===== src/rtl/seg_display_scan_if.sv =====
// Display-scan bus for seg_display_scan: the load strobe, the eight BCD/symbol
// digit codes (most to least significant), and the multiplexed display
// outputs with the busy flag. The controller side uses master; the scan
// engine uses slave.
interface seg_display_scan_if;
  logic       load;
  logic [3:0] dmilhao;
  logic [3:0] milhao;
  logic [3:0] cmilhar;
  logic [3:0] dmilhar;
  logic [3:0] milhar;
  logic [3:0] centesimal;
  logic [3:0] decimal;
  logic [3:0] unidade;
  logic [7:0] an;
  logic [6:0] seg;
  logic       busy;

  modport master (
    output load, dmilhao, milhao, cmilhar, dmilhar, milhar, centesimal, decimal, unidade,
    input  an, seg, busy
  );

  modport slave (
    input  load, dmilhao, milhao, cmilhar, dmilhar, milhar, centesimal, decimal, unidade,
    output an, seg, busy
  );
endinterface


===== src/rtl/seg_display_scan.sv =====
// seg_display_scan: eight-digit multiplexed seven-segment driver.
// Digit codes are captured into a staging register on load and promoted to
// the displayed shadow register only at a frame boundary, so a frame never
// mixes old and new digits. Each digit is lit for REFRESH_DIV cycles.
// Optional feature: define LZ_BLANK_EN to blank leading zeros on digits 7..1.
module seg_display_scan #(
  parameter int REFRESH_DIV = 50000
) (
  input  logic              clock,
  input  logic              reset,
  seg_display_scan_if.slave bus
);

  localparam int CNT_W = (REFRESH_DIV > 2) ? $clog2(REFRESH_DIV) : 1;
  localparam logic [CNT_W-1:0] CNT_MAX = CNT_W'(REFRESH_DIV - 1);
  localparam logic [3:0] CODE_BLANK = 4'hA;
  localparam logic [6:0] SEG_OFF    = 7'h7F;

  // Segment decode {g,f,e,d,c,b,a}, active low.
  function automatic logic [6:0] seg_decode(input logic [3:0] code);
    logic [6:0] s;
    case (code)
      4'h0:    s = 7'b1000000;
      4'h1:    s = 7'b1111001;
      4'h2:    s = 7'b0100100;
      4'h3:    s = 7'b0110000;
      4'h4:    s = 7'b0011001;
      4'h5:    s = 7'b0010010;
      4'h6:    s = 7'b0000010;
      4'h7:    s = 7'b1111000;
      4'h8:    s = 7'b0000000;
      4'h9:    s = 7'b0010000;
      4'hB:    s = 7'b0111111;
      4'hC:    s = 7'b0001001;
      4'hD:    s = 7'b1000111;
      4'hE:    s = 7'b0000111;
      default: s = 7'b1111111;
    endcase
    return s;
  endfunction

  logic [CNT_W-1:0] cnt_p0;
  logic [2:0]       idx_p0;
  logic             pending_p0;
  logic [7:0][3:0]  staging_p0;
  logic [7:0][3:0]  shadow_p0;
  logic [7:0][3:0]  in_codes;
  logic             wrap;
  logic             frame_end;
  logic [6:0]       seg_next;
  logic [7:0]       an_p1;
  logic [6:0]       seg_p1;

  assign in_codes  = {bus.dmilhao, bus.milhao, bus.cmilhar, bus.dmilhar,
                      bus.milhar, bus.centesimal, bus.decimal, bus.unidade};
  assign wrap      = (cnt_p0 == CNT_MAX);
  assign frame_end = wrap && (idx_p0 == 3'd7);

  // Refresh timing, digit index, and the staging/shadow double buffer.
  always_ff @(posedge clock) begin
    if (reset) begin
      cnt_p0     <= '0;
      idx_p0     <= '0;
      pending_p0 <= 1'b0;
      staging_p0 <= {8{CODE_BLANK}};
      shadow_p0  <= {8{CODE_BLANK}};
    end else begin
      if (wrap) begin
        cnt_p0 <= '0;
        idx_p0 <= idx_p0 + 3'd1;
      end else begin
        cnt_p0 <= cnt_p0 + CNT_W'(1);
      end
      if (frame_end && pending_p0) begin
        shadow_p0 <= staging_p0;
      end
      // A load on the boundary edge re-stages and keeps the request alive,
      // while the shadow takes the previously staged data.
      if (bus.load) begin
        staging_p0 <= in_codes;
        pending_p0 <= 1'b1;
      end else if (frame_end) begin
        pending_p0 <= 1'b0;
      end
    end
  end

`ifdef LZ_BLANK_EN
  logic [7:0] lz_mask;
  logic       lead;

  // Leading-zero mask: a zero digit is blanked while everything above it is
  // zero or blank; any other symbol ends the leading run. Digit 0 is exempt.
  always_comb begin
    lz_mask = '0;
    lead    = 1'b1;
    for (int k = 7; k >= 1; k--) begin
      if (lead && (shadow_p0[k] == 4'h0)) begin
        lz_mask[k] = 1'b1;
      end
      lead = lead && ((shadow_p0[k] == 4'h0) || (shadow_p0[k] == 4'hA) ||
                      (shadow_p0[k] == 4'hF));
    end
  end

  // Segment pattern for the digit currently selected, with blanking applied.
  always_comb begin
    seg_next = seg_decode(shadow_p0[idx_p0]);
    if (lz_mask[idx_p0]) begin
      seg_next = SEG_OFF;
    end
  end
`else
  // Segment pattern for the digit currently selected.
  always_comb begin
    seg_next = seg_decode(shadow_p0[idx_p0]);
  end
`endif

  // Registered display outputs: exactly one anode low, following idx by a cycle.
  always_ff @(posedge clock) begin
    if (reset) begin
      an_p1  <= 8'hFF;
      seg_p1 <= SEG_OFF;
    end else begin
      an_p1  <= ~(8'h01 << idx_p0);
      seg_p1 <= seg_next;
    end
  end

  assign bus.an   = an_p1;
  assign bus.seg  = seg_p1;
  assign bus.busy = pending_p0;

endmodule

===== src/flat_wrapper.sv =====
// flat-port wrapper written by rule: the top's interface ports become plain ports
module seg_display_scan_flat 
#(
  parameter int REFRESH_DIV = 50000
)
  (clock, reset, bus_load, bus_dmilhao, bus_milhao, bus_cmilhar, bus_dmilhar, bus_milhar, bus_centesimal, bus_decimal, bus_unidade, bus_an, bus_seg, bus_busy);
  seg_display_scan_if bus_i ();
  input  logic clock;
  input  logic reset;
  input wire logic [$bits(bus_i.load)-1:0] bus_load;
  input wire logic [$bits(bus_i.dmilhao)-1:0] bus_dmilhao;
  input wire logic [$bits(bus_i.milhao)-1:0] bus_milhao;
  input wire logic [$bits(bus_i.cmilhar)-1:0] bus_cmilhar;
  input wire logic [$bits(bus_i.dmilhar)-1:0] bus_dmilhar;
  input wire logic [$bits(bus_i.milhar)-1:0] bus_milhar;
  input wire logic [$bits(bus_i.centesimal)-1:0] bus_centesimal;
  input wire logic [$bits(bus_i.decimal)-1:0] bus_decimal;
  input wire logic [$bits(bus_i.unidade)-1:0] bus_unidade;
  output wire logic [$bits(bus_i.an)-1:0] bus_an;
  output wire logic [$bits(bus_i.seg)-1:0] bus_seg;
  output wire logic [$bits(bus_i.busy)-1:0] bus_busy;
  assign bus_i.load = bus_load;
  assign bus_i.dmilhao = bus_dmilhao;
  assign bus_i.milhao = bus_milhao;
  assign bus_i.cmilhar = bus_cmilhar;
  assign bus_i.dmilhar = bus_dmilhar;
  assign bus_i.milhar = bus_milhar;
  assign bus_i.centesimal = bus_centesimal;
  assign bus_i.decimal = bus_decimal;
  assign bus_i.unidade = bus_unidade;
  assign bus_an = bus_i.an;
  assign bus_seg = bus_i.seg;
  assign bus_busy = bus_i.busy;
  seg_display_scan #(.REFRESH_DIV(REFRESH_DIV)) u_core (.clock(clock), .reset(reset), .bus(bus_i));
endmodule

===== config.mk =====
export PLATFORM = sky130hd
export DESIGN_NAME = seg_display_scan_flat
export DESIGN_NICKNAME = d
export VERILOG_FILES = /design/src/rtl/seg_display_scan_if.sv /design/src/rtl/seg_display_scan.sv /design/src/flat_wrapper.sv
export SDC_FILE = /design/constraint.sdc
export NUM_CORES = 1
export LEC_CHECK = 0
export CAP_MARGIN = 30
export CORE_MARGIN = 5
export CORE_UTILIZATION = 40
export CTS_CLUSTER_SIZE = 10
export DETAILED_ROUTE_END_ITERATION = 6
export GPL_TIMING_DRIVEN = 0
export PLACE_DENSITY_LB_ADDON = 0.25
export SYNTH_ARGS = -nofsm -noshare
export SYNTH_HDL_FRONTEND = slang
export SYNTH_SLANG_ARGS = --single-unit

===== constraint.sdc =====
create_clock -name clock -period 3.06 [get_ports clock]
set_input_delay 0.765 -clock clock [delete_from_list [all_inputs] [get_ports clock]]
set_output_delay 0.765 -clock clock [all_outputs]
set_load 0.05 [all_outputs]

# Yosys cells after proc, flatten, opt, wreduce, memory -nomap -nowiden

Memories as Yosys holds them, arrays and structs flattened. A register that Yosys moved wholly into a read port is not among the register bits.
Index checks and enable logic that the tools add are counted.

Bitwise operators: 1
Order comparisons: 1
Muxes and demuxes: 4
Add/sub/neg operators: 2
Equal/unequal tests: 2
Reductions and logical operators: 4
Shifts and indexed selects: 1

Operators by type and width:

| operator                | number |
|---|---|
| $add A16 B1 Y16 const B | 1 |
| $eq A16 B16 Y1 const B  | 1 |
| $bmux W4 S3             | 1 |
| $not A8 Y8              | 1 |
| $shl A1 B3 Y8 const A   | 1 |
| $lt A3 B4 Y1 const B    | 1 |
| $mux W4                 | 1 |
| $add A3 B1 Y3 const B   | 1 |
| $eq A3 B3 Y1 const B    | 1 |
| $logic_and A1 B1 Y1     | 2 |
| $mux W1                 | 2 |
| $reduce_bool A2 Y1      | 1 |
| $reduce_or A2 Y1        | 1 |

Register bits: 92
Memories: 1
Bits in read-only memories: 112
Output and inout port bits: 16
Word-level logic and storage cells: 36

Memories:

| name             | words | width | rd ports | clocked after Yosys merged registers in | wr ports | RTL line               | text |
|---|---|---|---|---|---|---|---|
| (name not given) | 16    | 7     | 1        | 1                                       | 0        | seg_display_scan.sv:22 | `case (code)` |

# Longest topological paths before layout

Depth in word-level cells: 4
Depth in mapped cells: 8
Gate-level depth less buffers: 7

# Least setup slack after synthesis

OpenSTA, ideal clock, no wires.

Path type: reg-to-reg
Start point: reg u_core.idx_p0[0]
End point: reg u_core.seg_p1[5] (netlist: u_core.bus.seg[5])
Buffers on the path: 1
Period minus slack after synthesis: 2.006 ns
Library setup time: 0.121 ns
Setup slack: 1.054 ns
Arrival time: 1.886 ns
Cell stages (with the launch flop): 8
Path through: dfxtp_1 > buf_6 > mux4_2 > mux2i_1 > inv_1 > ha_1 > nor3_1 > a21oi_1

Longest elaborated chain between the ends: 2

Ends and longest elaborated chain:

| element                       | RTL line                | text |
|---|---|---|
| start, declared               | seg_display_scan.sv:43  | `logic [2:0] idx_p0;` |
| start signal, assigned        | seg_display_scan.sv:70  | `idx_p0 <= idx_p0 + 3'd1;` |
| $bmux W4 S3                   | seg_display_scan.sv:116 | `seg_next = seg_decode(shadow_p0[idx_p0]);` |
| $mux W4 (implied by the code) | seg_display_scan.sv:116 |  |
| end, declared                 | seg_display_scan.sv:52  | `logic [6:0] seg_p1;` |

No other way between the ends. The select of a mux whose other input is x is not followed.
A chain may end at the register's enable or synchronous reset.

# Worst setup path after layout

Start point: reg u_core.idx_p0[1]
End point: reg u_core.seg_p1[6] (netlist: u_core.bus.seg[6])

Same word-level chain as after synthesis.

==> qor.txt <==
number of max-cap violations: 0
# DRC: 0
fin crit period: 2.57 ns
Post-CTS Resized: 0
largest vdd supply drop: 0.347 mV
Routed Wire Length: 9270 um
gpl congestion: 0.822
cells along the critical path: clkbuf_1 -> mux4_2 -> mux2i_1 -> inv_1 -> ha_1 -> mux2i_1 -> a22oi_1
critical path peak fanout: 10
Clk Latency, worst-skew pair: 0.37 ns
Root Buffer: clkbuf_8
CTS tree: built
Core ar.: 10300 um^2
Site Rows: 37
Seq cells post-synth: 99
cts bufs inserted: 9
Max Buffers Root-to-Sink: 2
P_leak: 1.88 nW
H-tree Lvls: 3
post-CTS setup buffer count: 0
via count: 3305
Slew headroom: 48.4%
most common cell after layout, fill and taps aside: dfxtp_1
R2R Path Start: u_core.idx_p0[1]
placed instance area: 4890 um^2
Post-CTS Hold Buffers: 0
via/cell ratio: 5.22
crit path kind: reg2reg
Die Ht: 113 um
Final Total Pwr: 2.43 mW
synthesis-to-layout area growth: 20.7%
Initial Util: 41.1%
prevailing post-synth register cell: dfxtp_1
Ports: 51
Crit-path slowest cell: clkbuf_1
WP buf/inv: 2
CP most frequent cell: mux2i_1
Worst path max stage delay: 0.48 ns
total clock sinks: 99
yosys warns: 0
antenna-violating nets left: 0
Fin Hold WS: 0.479 ns
Synth Instances: 433
initial antenna violation count: 0
final net count: 540
clock skew: 0.0175 ns
R2R Path End: u_core.bus.seg[6]
Hold Fails Final Rpt: 0
asr flop ratio synth: 0%
diode count: 0
Setup crit end kind: flop
drt pass-1 iters: 4
number of DRC markers in iteration 0: 274
post-route cell area: 5120 um^2
CP delay by family, top: multiplexers
Seq/Total Area, Yosys: 46.7%
total negative slack: 0 ns
Multi-input gate area: 2050 um^2
Final setup violation count: 0
HP Class: reg2reg
number of distinct library cells after synthesis: 42
Port Buf Inserts: 48
post-synth net total: 481
first-pass GRT wire length: 16200 um
Worst R2R Path Depth: 7
width of the die: 113 um
CP arrival: 2.80 ns
power per standard cell area: 474 nW/um^2
FMAX: 390 MHz
Finished Core Util: 49.6%
die area: 12800 um^2
reg2reg setup slack: 0.49 ns
DPL Wire Length: 6850 um
Least-Margin Pin Slew: 0.774 ns
Worst-path clk slew: 0.09 ns
most frequent cells in the layout: dfxtp_1, clkdlybuf4s50_1, mux2i_1, nor2_1, clkbuf_1
GRT Util Overall: 15.5%
crit path launch type: flop
status: finished clean
Mapped Area: 4240 um^2
Sequential Area: 1980 um^2
grt total ovfl: 0
vias in the first global route: 3364
Worst Path Required: 3.30 ns
pin count of the biggest net entering global routing: 16
EDFF count, synth: 0
Final Cycle Share: 83.9%
hold_sp: u_core.shadow_p0[6]
fin. max-slew vios: 0
synthesized area per cell: 9.80 um^2
FILL cells: 1017
RSZ-0062 raised after global routing: no
hold path cells: 2
layout cell share with drive strength beyond 1: 7.65%
Hold EP: u_core.shadow_p0[6]
DR WL/cell: 14.6 um
## per-layer routing
layer	wire, um	vias to the layer above	track usage (%)
li1	-	1688	-
met1	4510	1540	21.1
met2	4200	69	23.8
met3	456	8	4.33
met4	108	0	5.13
met5	0	-	0
## worst register-to-register path, stage by stage, from the launching register on
cell and delay (ns):
dfxtp_1 0.36, clkbuf_1 0.48, mux4_2 0.41, mux2i_1 0.44, inv_1 0.20, ha_1 0.25, mux2i_1 0.19, a22oi_1 0.10
## sequential cells by signal, indices dropped and copies added, names as in the netlist
name	flops
u_core.bus.seg	7
u_core.bus.busy	1
u_core.staging_p0	32
u_core.bus.an	8
u_core.cnt_p0	16
u_core.shadow_p0	32
u_core.idx_p0	3
## Yosys cell counts, types with 2 or more instances
master	number	area [um^2]
dfxtp_1	99	1980
mux2i_1	41	410
nor2_1	34	128
clkbuf_1	31	116
nand2_1	31	116
a21oi_1	22	110
nand4_1	21	131
a31oi_1	18	113
o21ai_0	18	90.1
nor4_1	17	106
o31ai_1	16	120
ha_1	13	163
inv_1	10	37.5
mux4_2	8	180
xnor2_1	8	70.1
xor2_1	5	43.8
buf_2	4	20.0
nor3_1	4	20.0
and3_1	3	18.8
nand3_1	3	15.0
a22oi_1	2	15.0
and4_1	2	17.5
buf_6	2	22.5
mux2i_4	2	45.0
or3_1	2	12.5
## per-stage QoR
step	setup slack (ns)	std cells
2_1_floorplan	1.05	433
3_3_place_gp	0.604	617
3_5_place_dp	0.566	617
4_1_cts	0.550	633
5_1_grt	0.388	633
6_report	0.493	633
## worst max path at each step
stage	from	to	slack [ns]	cells past startpoint
3_3_place_gp	u_core.idx_p0[1]	u_core.bus.seg[0]	0.60	7
4_1_cts	u_core.idx_p0[1]	u_core.bus.seg[0]	0.55	7
2_1_floorplan	u_core.idx_p0[0]	u_core.bus.seg[5]	1.05	7
5_1_grt	u_core.idx_p0[1]	u_core.bus.seg[0]	0.39	7
3_5_place_dp	u_core.idx_p0[1]	u_core.bus.seg[6]	0.57	7
6_report	u_core.idx_p0[1]	u_core.bus.seg[6]	0.49	7
## cells by family after synthesis
group | after synthesis | share of synthesized area (%)
XOR/XNOR | 13 | 2.68
AO/OA/AOI/OAI | 80 | 11.2
multiplexers | 52 | 15.3
AND/OR/NAND/NOR | 126 | 15.3
flip-flops | 99 | 46.7
buffers and inverters | 50 | 4.90
adder cells (fa/ha/maj) | 13 | 3.83
## final cells by class
| type | count | share of cell area [%] |
|---|---|---|
| Multi-Input combinational cell | 284 | 40.1 |
| Clock inverter | 4 | 1.42 |
| Timing Repair Buffer | 48 | 9.38 |
| Buffer | 38 | 3.18 |
| Clock buffer | 12 | 3.03 |
| Sequential cell | 99 | 38.7 |
| Tap cell | 136 | 3.32 |
| Inverter | 12 | 0.880 |
## report_power, final
group	switching, mW	total (mW)	leakage [nW]	internal [mW]
Clock	0.430	0.934	0.113	0.504
Combinational	0.0816	0.157	0.960	0.0756
Sequential	0.0193	1.34	0.807	1.32
No activity file was read; power rests on OpenSTA's default activity.
